--- src/rtl/clk_div_pkg.sv ---
// Shared types, constants and clamp helpers for the clk_div_bank divider slice.
// Optional duty-cycle control is enabled by defining CLKDIV_DUTY_EN.
package clk_div_pkg;

  localparam int CLKDIV_CNT_W = 16;
  localparam int DIV_MIN      = 2;

  typedef logic [CLKDIV_CNT_W-1:0] div_t;

  // Divisors below two cannot produce a square wave, so they run as divide-by-two.
  function automatic logic [31:0] clamp_div(input logic [31:0] div);
    return (div < 32'(DIV_MIN)) ? 32'(DIV_MIN) : div;
  endfunction

  function automatic logic [31:0] clamp_duty(input logic [31:0] duty, input logic [31:0] divEff);
    if (duty == 32'd0) begin
      return 32'd1;
    end else if (duty >= divEff) begin
      return divEff - 32'd1;
    end else begin
      return duty;
    end
  endfunction

endpackage

--- src/rtl/clk_div_chan.sv ---
// One divider channel: counter, active/shadow divisor, pending flag and output flops.
// With CLKDIV_DUTY_EN defined the high time comes from a loaded duty value instead of D/2.
module clk_div_chan
  import clk_div_pkg::*;
#(
  parameter int CNT_W   = CLKDIV_CNT_W,
  parameter int DEF_DIV = 2
) (
  input  logic             clk,
  input  logic             reset,
  input  logic             en_i,
  input  logic             sync_restart_i,
  input  logic             div_load_i,
  input  logic [CNT_W-1:0] div_val_i,
`ifdef CLKDIV_DUTY_EN
  input  logic [CNT_W-1:0] duty_val_i,
`endif
  output logic             clk_out_o,
  output logic             tick_o,
  output logic             pending_o
);

  localparam logic [CNT_W-1:0] RST_DIV  = CNT_W'(clamp_div(32'(DEF_DIV)));
  localparam logic [CNT_W-1:0] RST_HIGH = RST_DIV >> 1;

  logic [CNT_W-1:0] cnt_q, cnt_d;
  logic [CNT_W-1:0] div_q, div_d;
  logic [CNT_W-1:0] high_q, high_d;
  logic [CNT_W-1:0] shdDiv_q, shdDiv_d;
`ifdef CLKDIV_DUTY_EN
  logic [CNT_W-1:0] shdDuty_q, shdDuty_d;
  logic [CNT_W-1:0] srcDuty;
`endif
  logic             pending_q, pending_d;
  logic             clkOut_q, clkOut_d;
  logic             tick_q, tick_d;
  logic             wrap, restart, doApply;
  logic [CNT_W-1:0] srcDiv, newDiv, newHigh;

  // A load arriving on the apply cycle itself bypasses the shadow so it takes effect at that boundary.
  always_comb begin
    wrap    = (cnt_q == div_q - 1'b1);
    restart = sync_restart_i | ~en_i;
    srcDiv  = div_load_i ? div_val_i : shdDiv_q;
    newDiv  = CNT_W'(clamp_div(32'(srcDiv)));
`ifdef CLKDIV_DUTY_EN
    srcDuty   = div_load_i ? duty_val_i : shdDuty_q;
    newHigh   = CNT_W'(clamp_duty(32'(srcDuty), 32'(newDiv)));
    shdDuty_d = srcDuty;
`else
    newHigh = newDiv >> 1;
`endif
    doApply   = (pending_q | div_load_i) & (restart | wrap);
    shdDiv_d  = srcDiv;
    div_d     = doApply ? newDiv : div_q;
    high_d    = doApply ? newHigh : high_q;
    pending_d = (pending_q | div_load_i) & ~doApply;
    cnt_d     = (restart | wrap) ? '0 : cnt_q + 1'b1;
    clkOut_d  = en_i & (cnt_q < high_q);
    tick_d    = en_i & wrap;
  end

  always_ff @(posedge clk or posedge reset) begin
    if (reset) begin
      cnt_q     <= '0;
      div_q     <= RST_DIV;
      high_q    <= RST_HIGH;
      shdDiv_q  <= CNT_W'(DEF_DIV);
`ifdef CLKDIV_DUTY_EN
      shdDuty_q <= RST_HIGH;
`endif
      pending_q <= 1'b0;
      clkOut_q  <= 1'b0;
      tick_q    <= 1'b0;
    end else begin
      cnt_q     <= cnt_d;
      div_q     <= div_d;
      high_q    <= high_d;
      shdDiv_q  <= shdDiv_d;
`ifdef CLKDIV_DUTY_EN
      shdDuty_q <= shdDuty_d;
`endif
      pending_q <= pending_d;
      clkOut_q  <= clkOut_d;
      tick_q    <= tick_d;
    end
  end

  assign clk_out_o = clkOut_q;
  assign tick_o    = tick_q;
  assign pending_o = pending_q;

endmodule

--- src/rtl/clk_div_bank.sv ---
// Multi-channel programmable clock divider producing in-domain divided waves and tick strobes.
// Define CLKDIV_DUTY_EN to add the per-channel duty_val_i high-time input.
module clk_div_bank
  import clk_div_pkg::*;
#(
  parameter int NUM_CH  = 4,
  parameter int CNT_W   = CLKDIV_CNT_W,
  parameter int DEF_DIV = 2
) (
  input  logic                    clk,
  input  logic                    reset,
  input  logic [NUM_CH-1:0]       en_i,
  input  logic [NUM_CH*CNT_W-1:0] div_val_i,
  input  logic [NUM_CH-1:0]       div_load_i,
  input  logic                    sync_restart_i,
`ifdef CLKDIV_DUTY_EN
  input  logic [NUM_CH*CNT_W-1:0] duty_val_i,
`endif
  output logic [NUM_CH-1:0]       clk_out_o,
  output logic [NUM_CH-1:0]       tick_o,
  output logic [NUM_CH-1:0]       pending_o
);

  for (genvar i = 0; i < NUM_CH; i++) begin : g_chan
    clk_div_chan #(
      .CNT_W  (CNT_W),
      .DEF_DIV(DEF_DIV)
    ) u_chan (
      .clk           (clk),
      .reset         (reset),
      .en_i          (en_i[i]),
      .sync_restart_i(sync_restart_i),
      .div_load_i    (div_load_i[i]),
      .div_val_i     (div_val_i[i*CNT_W +: CNT_W]),
`ifdef CLKDIV_DUTY_EN
      .duty_val_i    (duty_val_i[i*CNT_W +: CNT_W]),
`endif
      .clk_out_o     (clk_out_o[i]),
      .tick_o        (tick_o[i]),
      .pending_o     (pending_o[i])
    );
  end

endmodule

--- config.mk ---
export PLATFORM = sky130hd
export DESIGN_NAME = clk_div_bank
export DESIGN_NICKNAME = d
export VERILOG_FILES = /design/src/rtl/clk_div_pkg.sv /design/src/rtl/clk_div_chan.sv /design/src/rtl/clk_div_bank.sv
export SDC_FILE = /design/constraint.sdc
export NUM_CORES = 1
export LEC_CHECK = 0
export BUFFER_PORTS_ARGS = -buffer_cell sky130_fd_sc_hd__buf_2
export CORE_MARGIN = 3
export CORE_UTILIZATION = 45
export CTS_CLUSTER_DIAMETER = 50
export DETAILED_ROUTE_END_ITERATION = 8
export PLACE_DENSITY = 0.76
export SLEW_MARGIN = 20
export SYNTH_ARGS = -nofsm -noshare
export SYNTH_HDL_FRONTEND = slang
export SYNTH_SLANG_ARGS = --single-unit
--- constraint.sdc ---
create_clock -name clk -period 6.6 [get_ports clk]
set_input_delay 1.32 -clock clk [delete_from_list [all_inputs] [get_ports clk]]
set_output_delay 1.32 -clock clk [all_outputs]
set_load 0.05 [all_outputs]
==> results of run 1 <==
power breakdown:
part           total [mW]  switching (mW)  leakage [nW]  internal [mW]
registers            1.53           0.155          2.54           1.37
clock network        1.45           0.542         0.436          0.911
logic               0.623           0.321          3.09          0.302
final timing paths:
path / from / end / slack (ns) / cells past startpoint
worst max-delay path: g_chan[3].u_chan.div_q[0]$_DFFE_PP0P_ / g_chan[3].u_chan.div_q[9]$_DFFE_PP0P_ / 2.31 / 10
worst min-delay path: g_chan[3].u_chan.shdDiv_q[0]$_DFF_PP0_ / g_chan[3].u_chan.shdDiv_q[0]$_DFF_PP0_ / 0.50 / 1
worst max register to register: g_chan[3].u_chan.div_q[0]$_DFFE_PP0P_ / g_chan[3].u_chan.div_q[9]$_DFFE_PP0P_ / 2.31 / 10
worst min register to register: g_chan[3].u_chan.shdDiv_q[0]$_DFF_PP0_ / g_chan[3].u_chan.shdDiv_q[0]$_DFF_PP0_ / 0.50 / 1
max in group asynchronous: reset / g_chan[0].u_chan.div_q[9]$_DFFE_PP0P_ / 4.79 / 4
min in group asynchronous: reset / g_chan[1].u_chan.shdDiv_q[2]$_DFF_PP0_ / 0.91 / 3
critical path, stage by stage, from the launching register on:
cell and delay [ns]:
dfrtp_1 0.42, inv_1 0.07, ha_1 0.20, nor2b_1 0.44, and3_1 0.24, o211ai_1 0.09, or3_1 0.38, or4_1 0.46
o41ai_4 0.77, o21a_1 0.69, mux2_2 0.41
area by class of cell:
type                    instances  area (µm²)
inverters                      77         293
clock buffers                  29         651
flip-flops and latches        204        5110
fillers                      2265       12700
multi-input cells             858        6490
clock inverters                15         234
well taps                     335         419
repair buffers                 88         478
through the flow:
step | instances | utilization | hold WS, ns | cell area [µm²] | worst slack (ns)
final | 1606 | 0.519 | 0.499 | 13700 | 2.31
after global routing | 1606 | 0.519 | 0.527 | 13700 | 1.97
after CTS | 1605 | 0.518 | 0.501 | 13600 | 2.32
after detailed placement | 1561 | 0.484 | 0.486 | 12800 | 2.33
after global placement | 1561 | 0.484 | 0.470 | 12800 | 2.38
after floorplan | 1199 | - | 0.447 | 12200 | 2.64
per-layer routing:
layer,up-vias,track usage
li1,4324,-
met1,4236,0.227
met2,140,0.284
met3,36,0.0277
met4,0,0.0360
met5,-,0
synth_stat cells (all sizes together) (10+ instances only):
cell type / number / area (µm²)
nor4: 24 / 178
nor3: 30 / 150
nor2: 124 / 465
a21o: 12 / 90.1
clkbuf: 34 / 128
nand3: 46 / 230
and3: 17 / 106
mux2: 122 / 1400
or4: 17 / 135
buf: 26 / 200
nand2b: 18 / 113
xor2: 53 / 464
o21ai: 31 / 159
nand4: 20 / 125
ha: 64 / 801
a21oi: 32 / 160
xnor2: 81 / 709
inv: 77 / 289
or3: 10 / 62.6
dfrtp: 196 / 4900
nand2: 43 / 161
cells by family after synthesis:
| logic type | Yosys count | synth area share |
|---|---|---|
| and+or+nand+nor | 391 | 0.168 |
| buffers and inverters | 137 | 0.0505 |
| AOI/OAI and AO/OA | 138 | 0.0780 |
| DFF | 204 | 0.419 |
| muxes | 130 | 0.121 |
| adders and majority gates | 64 | 0.0655 |
| xor gates and xnor gates | 135 | 0.0979 |
registers in the layout, summed over array words and instances (netlist names):
| signal | cells |
|---|---|
| g_chan.u_chan.shdDiv_q | 64 |
| g_chan.u_chan.cnt_q | 64 |
| g_chan.u_chan.clk_out_o | 4 |
| g_chan.u_chan.tick_o | 4 |
| g_chan.u_chan.div_q | 64 |
| g_chan.u_chan.pending_o | 4 |
==> results.tsv, run 1 <==
stage	metric	value	unit
floorplanning	ios	87	
clock_tree	clkLatencyLatePin	0.51	ns
clock_tree	htreeDepth	1	
drt	drt_wl_total	24800	µm
drt	dr.pass1.iters	6	
setup_path	end_kind	flip-flop	
clock_tree	cts_resized	0	
clock_tree	cts_setup_buffers	0	
grt	grt_pass1_wl	41300	µm
synth	syn_avg_cell_area	10.2	µm²
finish	layout_common_cells	dfrtp_1, nor2_1, mux2_2	
drt	routed.top_layer	met4	
timing	tns	0	ns
placed_design	port_buffers	86	
synth	ys_seq_elements	204	
synth	synthesis.area	12200	µm²
synth	seq_area_frac_synth	0.419	
worst_hold_path	min_path_type	reg2reg	
timing	grt_setup_unrepaired	false	
timing	worst_pin_slew	1.08	ns
finish	final_common_cell	dfrtp_1	
timing	clock.fmax	233	MHz
timing	timing.final.crit_period	4.29	ns
synth	yosysWarnings	0	
clock_tree	cts-root-buf	clkbuf_16	
drt	ant_nets	0	
grt	grt_use_total	0.167	
timing	finalClockSkew	0.0109	ns
clock_tree	clk_pin_slew_worst_paths	0.06	ns
drt	met3WireLength	1160	µm
finish	antenna_cells	0	
synth	netlist_instances	1199	
timing	period_share	0.649	
clock_tree	cts_tree	yes	
drt	drc	0	
status	status	finished, final reports clean	
clock_tree	cts.sinks	204	
finish	layout-drive-gt1-share	0.211	
synth	ys_types	75	
floorplanning	fp.dieW	171	µm
floorplanning	die_y	171	µm
power	total_power	3.61	mW
floorplanning	dieArea	29200	µm²
drt	wl_per_cell	15.4	µm
clock_tree	cts_inserted_buffers	24	
power	p_leak	6.06	nW
power	p_per_area	264	nW/µm²
synth	async_reset_ff_frac	1.00	
setup_path	start_kind	flip-flop	
synth	ys.flop_type	dfrtp_1	
drt	drt-initial-drc-count	468	
drt	met2_length	11900	µm
grt	grt_pass1_vias	8644	
placed_design	routabilityCongestion	0.903	
floorplanning	core	26400	µm²
grt	grt_antenna_before_repair	0	
setup_path	arrival	4.69	ns
synth	syn_nets	1338	
clock_tree	hold_buffers	0	
timing	hold_viol_final	0	
setup_path	critPathMaxFanout	18	
grt	grt_max_degree	205	
finish	area_growth	11.9	%
floorplanning	num_rows	59	
synth	synth-edff-count	0	
clock_tree	clk_path_buf_depth	3	
setup_path	required	7.00	ns
timing	final-max-slew-violation-count	0	
power	ir_worst_vdd	147	µV
finish	num-nets-final	1392	
timing	setup_viol_count_final	0	
grt	overflow	0	
floorplanning	start_util	0.464	
drt	via_per_inst	5.44	
drt	m1WireLength	11400	µm
placed_design	place_hpwl	17900	µm
timing	slew_headroom	0.274	
job	maxCapViolCount	0	
drt	via_count	8736	
setup_path	critPathKind	reg2reg	
Power figures use the tool's default switching activity.
==> run 2, diff against run 1 <==
--- a/config.mk
+++ b/config.mk
@@ -5,6 +5,7 @@
 export SDC_FILE = /design/constraint.sdc
 export NUM_CORES = 1
 export LEC_CHECK = 0
+export ABC_AREA = 1
 export BUFFER_PORTS_ARGS = -buffer_cell sky130_fd_sc_hd__buf_2
 export CORE_MARGIN = 3
 export CORE_UTILIZATION = 45
==> constraint.sdc (replaced) <==
create_clock -name clk -period 3.5 [get_ports clk]
set_input_delay 0.7 -clock clk [delete_from_list [all_inputs] [get_ports clk]]
set_output_delay 0.7 -clock clk [all_outputs]
set_load 0.05 [all_outputs]
==> run 2 against run 1 <==
Power increased by 84%. Clock skew grew 0.00076 ns. Critical path depth is 5 higher. Non-clock buffer count increased by 5. Via count up 24%. Count of clock-buffer cells in the layout rose by 8. Fmax is 59% higher. Largest cell class unchanged. Highest routed layer unchanged.
==> results.tsv, run 2 <==
stage	metric	value	unit
grt	gr-usage-met2	0.313	
synth	syn_nets	1865	
synth	synth_top_cells_by_count	nand2_1, inv_1, dfrtp_1	
synth	ys_types	37	
grt	grt_use_met3	0.0256	
floorplanning	die_y	175	µm
setup_path	arrival	3.09	ns
setup_path	cp.buffers_inverters	1	
setup_path	critPathKind	reg2reg	
placed_design	place_hpwl	20500	µm
synth	syn_avg_cell_area	7.41	µm²
synth	synth_top_cell_area_share	0.384	
synth	synth_adder_area_share	0.0626	
placed_design	port_buffers	86	
clock_tree	cts_inserted_buffers	26	
timing	final-max-slew-violation-count	0	
power	p_leak	7.32	nW
setup_path	rrSetupSlack	0.81	ns
setup_path	r2r_start	g_chan[3].u_chan.div_q[0]$_DFFE_PP0P_	
synth	yosys.area.top_type	dfrtp_1	
clock_tree	hold_buffers	0	
grt	grt_use_total	0.180	
power	clkPwrFrac	0.398	
placed_design	dp_slack	0.861	ns
clock_tree	clk_path_buf_depth	3	
synth	async_reset_ff_frac	1.00	
finish	antenna_cells	0	
drt	drt-initial-drc-count	589	
clock_tree	clkLatencyLatePin	0.52	ns
power	p_comb_frac	0.189	
finish	area_growth	12.5	%
synth	ys.flop_type	dfrtp_1	
power	p_per_area	462	nW/µm²
grt	grt_max_degree	86	
synth	yosysWarnings	0	
floorplanning	core	27900	µm²
grt	grt_pass1_vias	10700	
setup_path	cpPeakStageDelay	0.45	ns
setup_path	critPathMostFrequentCell	nand2_1	
synth	seq_area_frac_synth	0.400	
synth	synth-edff-count	0	
finish	final_common_cell	nand2_1	
placed_design	routabilityCongestion	0.916	
timing	period_share	0.768	
drt	drc	0	
power	p_sw	2.00	mW
clock_tree	cts_tree	yes	
grt	grt_pass1_wl	47900	µm
timing	tns	0	ns
clock_tree	cts_setup_buffers	0	
setup_path	crit_slowest_cell	nand2_2	
grt	overflow	0	
synth	synth_xor_area_frac	0.0579	
clock_tree	cts_resized	0	
finish	layout-drive-gt1-share	0.122	
synth	ys_seq_elements	204	
setup_path	crit_path_end	g_chan[3].u_chan.div_q[11]$_DFFE_PP0P_	
setup_path	worstSetupPathDepth	15	
finish	regArea	5110	µm²
job	maxCapViolCount	0	
clock_tree	cts.sinks	204	
grt	grt_antenna_before_repair	0	
finish	reg_top3	g_chan.u_chan.cnt_q x64, g_chan.u_chan.div_q x64, g_chan.u_chan.shdDiv_q x64	
synth	synthTopCellsByArea	dfrtp_1, nand2_1, ha_1, inv_1, nand3_1	
finish	n_fill_cell	2642	
setup_path	r2r_cells	15	
timing	hold_viol_final	0	
timing	finalClockSkew	0.0116	ns
synth	synthesis.area	12800	µm²
setup_path	r2r_end	g_chan[3].u_chan.div_q[11]$_DFFE_PP0P_	
drt	dr.pass1.iters	5	
drt	drt_wl_total	27000	µm
finish	multi_input_area	6610	µm²
setup_path	start_kind	flip-flop	
floorplanning	fp.dieW	175	µm
timing	setup_viol_count_final	0	
drt	via_count	10800	
clock_tree	htreeDepth	1	
synth	synthSimpleGateAreaFrac	0.342	
timing	clock.fmax	372	MHz
timing	worst_pin_slew	0.634	ns
grt	top_usage_layer	met2	
floorplanning	dieArea	30500	µm²
drt	ant_nets	0	
timing	worst_slack	0.812	ns
finish	layout_common_cells	nand2_1, inv_1, dfrtp_1	
clock_tree	cts-root-buf	clkbuf_16	
power	switching_share	0.301	
worst_hold_path	min_path_type	in2async	
synth	yosysMostFrequentCell	nand2_1	
power	intPower	4.64	mW
setup_path	cp_cell_sequence	inv_1 -> ha_1 -> nand3_1 -> nor2_2 -> nand2_1 -> nand2_1 -> nand2_1 -> nor2_1 -> nand2_1 -> nor2_1 -> nand2_1 -> nand2_2 -> nand2_4 -> nand2_1 -> nand2_1	
synth	netlist_instances	1726	
finish	num-nets-final	1945	
floorplanning	start_util	0.459	
drt	wl_per_cell	12.3	µm
setup_path	required	3.90	ns
setup_path	critPathMaxFanout	29	
timing	slew_headroom	0.566	
grt	use_met1	0.240	
floorplanning	ios	87	
setup_path	end_kind	flip-flop	
timing	grt_setup_unrepaired	false	
power	ir_worst_vdd	355	µV
setup_path	critPathLaunch	g_chan[3].u_chan.div_q[0]$_DFFE_PP0P_	
floorplanning	num_rows	61	
power	pwr-share-seq	0.413	
setup_path	path_delay_family	simple AND/OR/NAND/NOR gates	
synth	synthMuxAreaShare	0	
synth	synth_top_family_by_area	simple AND/OR/NAND/NOR gates	
clock_tree	clk_pin_slew_worst_paths	0.06	ns
synth	synth_compound_area_frac	0.0543	
timing	timing.final.crit_period	2.69	ns
drt	via_per_inst	4.91	
status	status	finished, final reports clean	
[run 2: cell types whose count changed after synthesis, moves of 17 or more]
cell and delta:
nand2b_1 -18, xnor2_1 -45, inv_1 +135, clkbuf_1 -22, nor3_1 +30, o21ai_0 +40
mux2_2 -104, nor4_1 -17, nand3b_1 +21, or2_2 +42, nand3_1 +95, nor2_1 +56
nand2_1 +436
[run 2: final cells by class]
cell class,instances,area share
clock buffer,37,0.0537
tap,378,0.0329
multi-input combinational,1266,0.459
timing repair buffer,93,0.0353
sequential,204,0.356
inverter,215,0.0564
clock inverter,10,0.00713
[run 2: cells by family after synthesis]
group           after synthesis
xor+xnor                     83
fa+ha+maj                    64
simple gates                988
flops                       204
buf+inv                     256
compound gates              131
[run 2: stage by stage]
| stage | utilization | cells | hold slack (ns) | cell area [µm²] | power (mW) |
|---|---|---|---|---|---|
| detailed placement | 0.485 | 2156 | 0.458 | 13500 | 4.04 |
| global route | 0.516 | 2203 | 0.0566 | 14400 | 7.07 |
| finish | 0.516 | 2203 | 0.0764 | 14400 | 6.64 |
| CTS | 0.516 | 2203 | 0.0510 | 14400 | 6.72 |
| floorplan | - | 1726 | 0.442 | 12800 | 3.74 |
| global placement | 0.485 | 2156 | 0.457 | 13500 | 3.99 |
[run 2: worst min-delay path by stage]
| stage | to | start |
|---|---|---|
| 4_1_cts | g_chan[3].u_chan.tick_o$_DFF_PP0_ | reset |
| 3_5_place_dp | g_chan[2].u_chan.div_q[1]$_DFFE_PP1P_ | g_chan[2].u_chan.div_q[1]$_DFFE_PP1P_ |
| 6_report | g_chan[3].u_chan.tick_o$_DFF_PP0_ | reset |
| 2_1_floorplan | g_chan[2].u_chan.div_q[0]$_DFFE_PP0P_ | g_chan[2].u_chan.div_q[0]$_DFFE_PP0P_ |
| 3_3_place_gp | g_chan[2].u_chan.div_q[0]$_DFFE_PP0P_ | g_chan[2].u_chan.div_q[0]$_DFFE_PP0P_ |
| 5_1_grt | g_chan[3].u_chan.tick_o$_DFF_PP0_ | reset |
[run 2: power groups by stage]
stage / combinational, mW / sequential [mW] / clock, mW
floorplan: 1.02 / 2.72 / 0
global placement: 1.22 / 2.78 / 0
detailed placement: 1.26 / 2.78 / 0
CTS: 1.26 / 2.74 / 2.72
global route: 1.47 / 2.77 / 2.83
finish: 1.26 / 2.74 / 2.65
[run 2: worst register-to-register path: cells and delay by family, from the launching register on]
| family | cells | cell delay [ns] |
|---|---|---|
| simple gates | 13 | 1.83 |
| flops | 1 | 0.39 |
| fa+ha+maj | 1 | 0.22 |
| buf+inv | 1 | 0.12 |
[run 2: per-layer routing]
layer,share of wire,vias up
li1,-,5642
met1,0.48,5009
met2,0.48,134
met3,0.033,36
met4,0.014,0
met5,0,-
==> run 3, diff against run 2 <==
--- a/config.mk
+++ b/config.mk
@@ -11,7 +11,7 @@
 export CORE_UTILIZATION = 45
 export CTS_CLUSTER_DIAMETER = 50
 export DETAILED_ROUTE_END_ITERATION = 8
-export PLACE_DENSITY = 0.76
+export PLACE_DENSITY = 0.73
 export SLEW_MARGIN = 20
 export SYNTH_ARGS = -nofsm -noshare
 export SYNTH_HDL_FRONTEND = slang
==> constraint.sdc (replaced) <==
create_clock -name clk -period 2.6 [get_ports clk]
set_input_delay 0.52 -clock clk [delete_from_list [all_inputs] [get_ports clk]]
set_output_delay 0.52 -clock clk [all_outputs]
set_load 0.05 [all_outputs]
==> run 3 against run 2 <==
Die area did not move. Fmax rose by 13%. Wire length rose by 2.4%. Via count rose by 0.81%. Final cell count rose by 0.50%. Count of clock-buffer cells in the layout fell by 4. Hold slack improved by 0.16 ns. Critical path type unchanged. Critical endpoint is now g_chan[3].u_chan.div_q[13]$_DFFE_PP0P_.
==> results.tsv, run 3 (synthesis gave the netlist of run 2 again) <==
stage	metric	value	unit
timing	finalClockSkew	0.00935	ns
power	p_sw	2.75	mW
clock_tree	cts_inserted_buffers	27	
setup_path	critPathKind	reg2reg	
floorplanning	num_rows	61	
setup_path	required	3.06	ns
timing	period_share	0.917	
timing	hold_viol_final	0	
timing	worst_pin_slew	0.643	ns
floorplanning	start_util	0.459	
floorplanning	dieArea	30500	µm²
clock_tree	clkLatencyLatePin	0.53	ns
timing	slew_headroom	0.561	
worst_hold_path	min_path_type	in2reg	
timing	hold_ws	0.238	ns
setup_path	start_kind	flip-flop	
setup_path	critPathMaxFanout	17	
finish	reg_top3	g_chan.u_chan.cnt_q x64, g_chan.u_chan.div_q x64, g_chan.u_chan.shdDiv_q x64	
clock_tree	cts_setup_buffers	0	
power	p_leak	7.41	nW
power	ir_worst_vdd	480	µV
grt	overflow	0	
drt	drc	0	
grt	grt_pass1_wl	48900	µm
finish	area_growth	14.3	%
clock_tree	cts.sinks	204	
setup_path	arrival	2.85	ns
setup_path	critPathMostFrequentCell	nand2_1	
grt	grt_antenna_before_repair	0	
timing	grt_setup_unrepaired	false	
grt	grt_max_degree	77	
power	pwr-share-seq	0.389	
drt	via_count	10900	
drt	drt_wl_total	27600	µm
finish	layout_common_cells	nand2_1, inv_1, dfrtp_1	
clock_tree	cts_tree	yes	
drt	dr.pass1.iters	5	
clock_tree	clk_path_buf_depth	3	
floorplanning	die_y	175	µm
finish	final_common_cell	nand2_1	
setup_path	end_kind	flip-flop	
timing	final-max-slew-violation-count	0	
power	p_comb_frac	0.181	
grt	grt_use_total	0.183	
finish	num-nets-final	1954	
clock_tree	clk_pin_slew_worst_paths	0.06	ns
grt	grt_pass1_vias	10800	
setup_path	crit_slowest_cell	dfrtp_1	
power	total_power	9.49	mW
finish	fin_util	0.525	
finish	antenna_cells	0	
timing	timing.final.crit_period	2.39	ns
clock_tree	htreeDepth	1	
power	switching_share	0.290	
setup_path	cpPeakStageDelay	0.41	ns
drt	ant_nets	0	
timing	clock.fmax	419	MHz
placed_design	place_hpwl	20900	µm
finish	layout-drive-gt1-share	0.127	
floorplanning	ios	87	
floorplanning	core	27900	µm²
timing	setup_viol_count_final	0	
placed_design	port_buffers	86	
setup_path	cp_cell_sequence	inv_1 -> ha_1 -> nand2_1 -> nor2_1 -> nand2_1 -> nand2_1 -> nand2_1 -> nor2_1 -> nand2_1 -> nor2_1 -> nand2_1 -> nand2_2 -> buf_6 -> nand3_1 -> nand2_1	
drt	via_per_inst	4.93	
status	status	finished, final reports clean	
power	clkPwrFrac	0.430	
placed_design	routabilityCongestion	0.878	
clock_tree	cts-root-buf	clkbuf_16	
drt	drt-initial-drc-count	605	
drt	wl_per_cell	12.5	µm
power	intPower	6.74	mW
finish	n_fill_cell	2633	
power	p_per_area	650	nW/µm²
job	maxCapViolCount	0	
floorplanning	fp.dieW	175	µm
setup_path	rrSetupSlack	0.21	ns
-- run 3: cell count changes in the layout (fill, tap and decap cells not counted), moves of 2 or more --
| cell | change |
|---|---|
| buf_4 | +4 |
| bufinv_16 | +6 |
| buf_6 | +2 |
| inv_6 | -3 |
| clkbuf_8 | -5 |
-- run 3: critical path: cells and delay by family, from the launching register on --
family / cells / cell delay (ns)
adder cells (fa/ha/maj): 1 / 0.24
buffers and inverters: 2 / 0.33
AND/OR/NAND/NOR: 12 / 1.32
flip-flops: 1 / 0.41
-- run 3: power groups by stage --
stage	logic [mW]	clock network, mW	registers (mW)
3_3_place_gp	1.65	0	3.74
2_1_floorplan	1.37	0	3.66
6_report	1.72	4.09	3.69
3_5_place_dp	1.70	0	3.74
5_1_grt	2.00	4.34	3.73
4_1_cts	1.72	4.20	3.69
-- run 3: repair_timing --
item,in CTS,in global routing
setup endpoints to repair,0,69
hold buffers,1,0
hold endpoints to repair,2,0
resized for setup,0,6
-- run 3: layout make-up --
| type | instances | area [µm²] | area share |
|---|---|---|---|
| Tap cell | 378 | 473 | 0.0324 |
| Clock buffer | 33 | 708 | 0.0484 |
| Multi-Input combinational cell | 1266 | 6620 | 0.453 |
| Inverter | 215 | 811 | 0.0555 |
| Timing Repair Buffer | 101 | 591 | 0.0404 |
| Clock inverter | 17 | 298 | 0.0204 |
| Sequential cell | 204 | 5110 | 0.350 |
-- run 3: worst paths after layout --
kind,from,to,cells past startpoint
max,g_chan[3].u_chan.div_q[0]$_DFFE_PP0P_,g_chan[3].u_chan.div_q[13]$_DFFE_PP0P_,15
min,div_val_i[22],g_chan[1].u_chan.shdDiv_q[6]$_DFF_PP0_,3
max reg2reg,g_chan[3].u_chan.div_q[0]$_DFFE_PP0P_,g_chan[3].u_chan.div_q[13]$_DFFE_PP0P_,15
min reg2reg,g_chan[2].u_chan.div_q[1]$_DFFE_PP1P_,g_chan[2].u_chan.div_q[1]$_DFFE_PP1P_,2
max in group asynchronous,reset,g_chan[0].u_chan.shdDiv_q[1]$_DFF_PP1_,4
min in group asynchronous,reset,g_chan[2].u_chan.shdDiv_q[3]$_DFF_PP0_,3
-- run 3: layer usage --
metal | GRT usage | wire length [µm]
met2 | 0.315 | 13000
met5 | 0 | 0
met3 | 0.0238 | 959
met1 | 0.247 | 13200
met4 | 0.0419 | 486
-- run 3: through the flow --
step,area (µm²),setup TNS (ns),setup WS (ns),std cells
6_report,14600,0,0.215,2214
5_1_grt,14600,0,0.00958,2214
4_1_cts,14600,0,0.0931,2214
3_5_place_dp,13600,0,0.134,2163
3_3_place_gp,13600,0,0.166,2163
2_1_floorplan,12800,-109.32,-0.558,1726
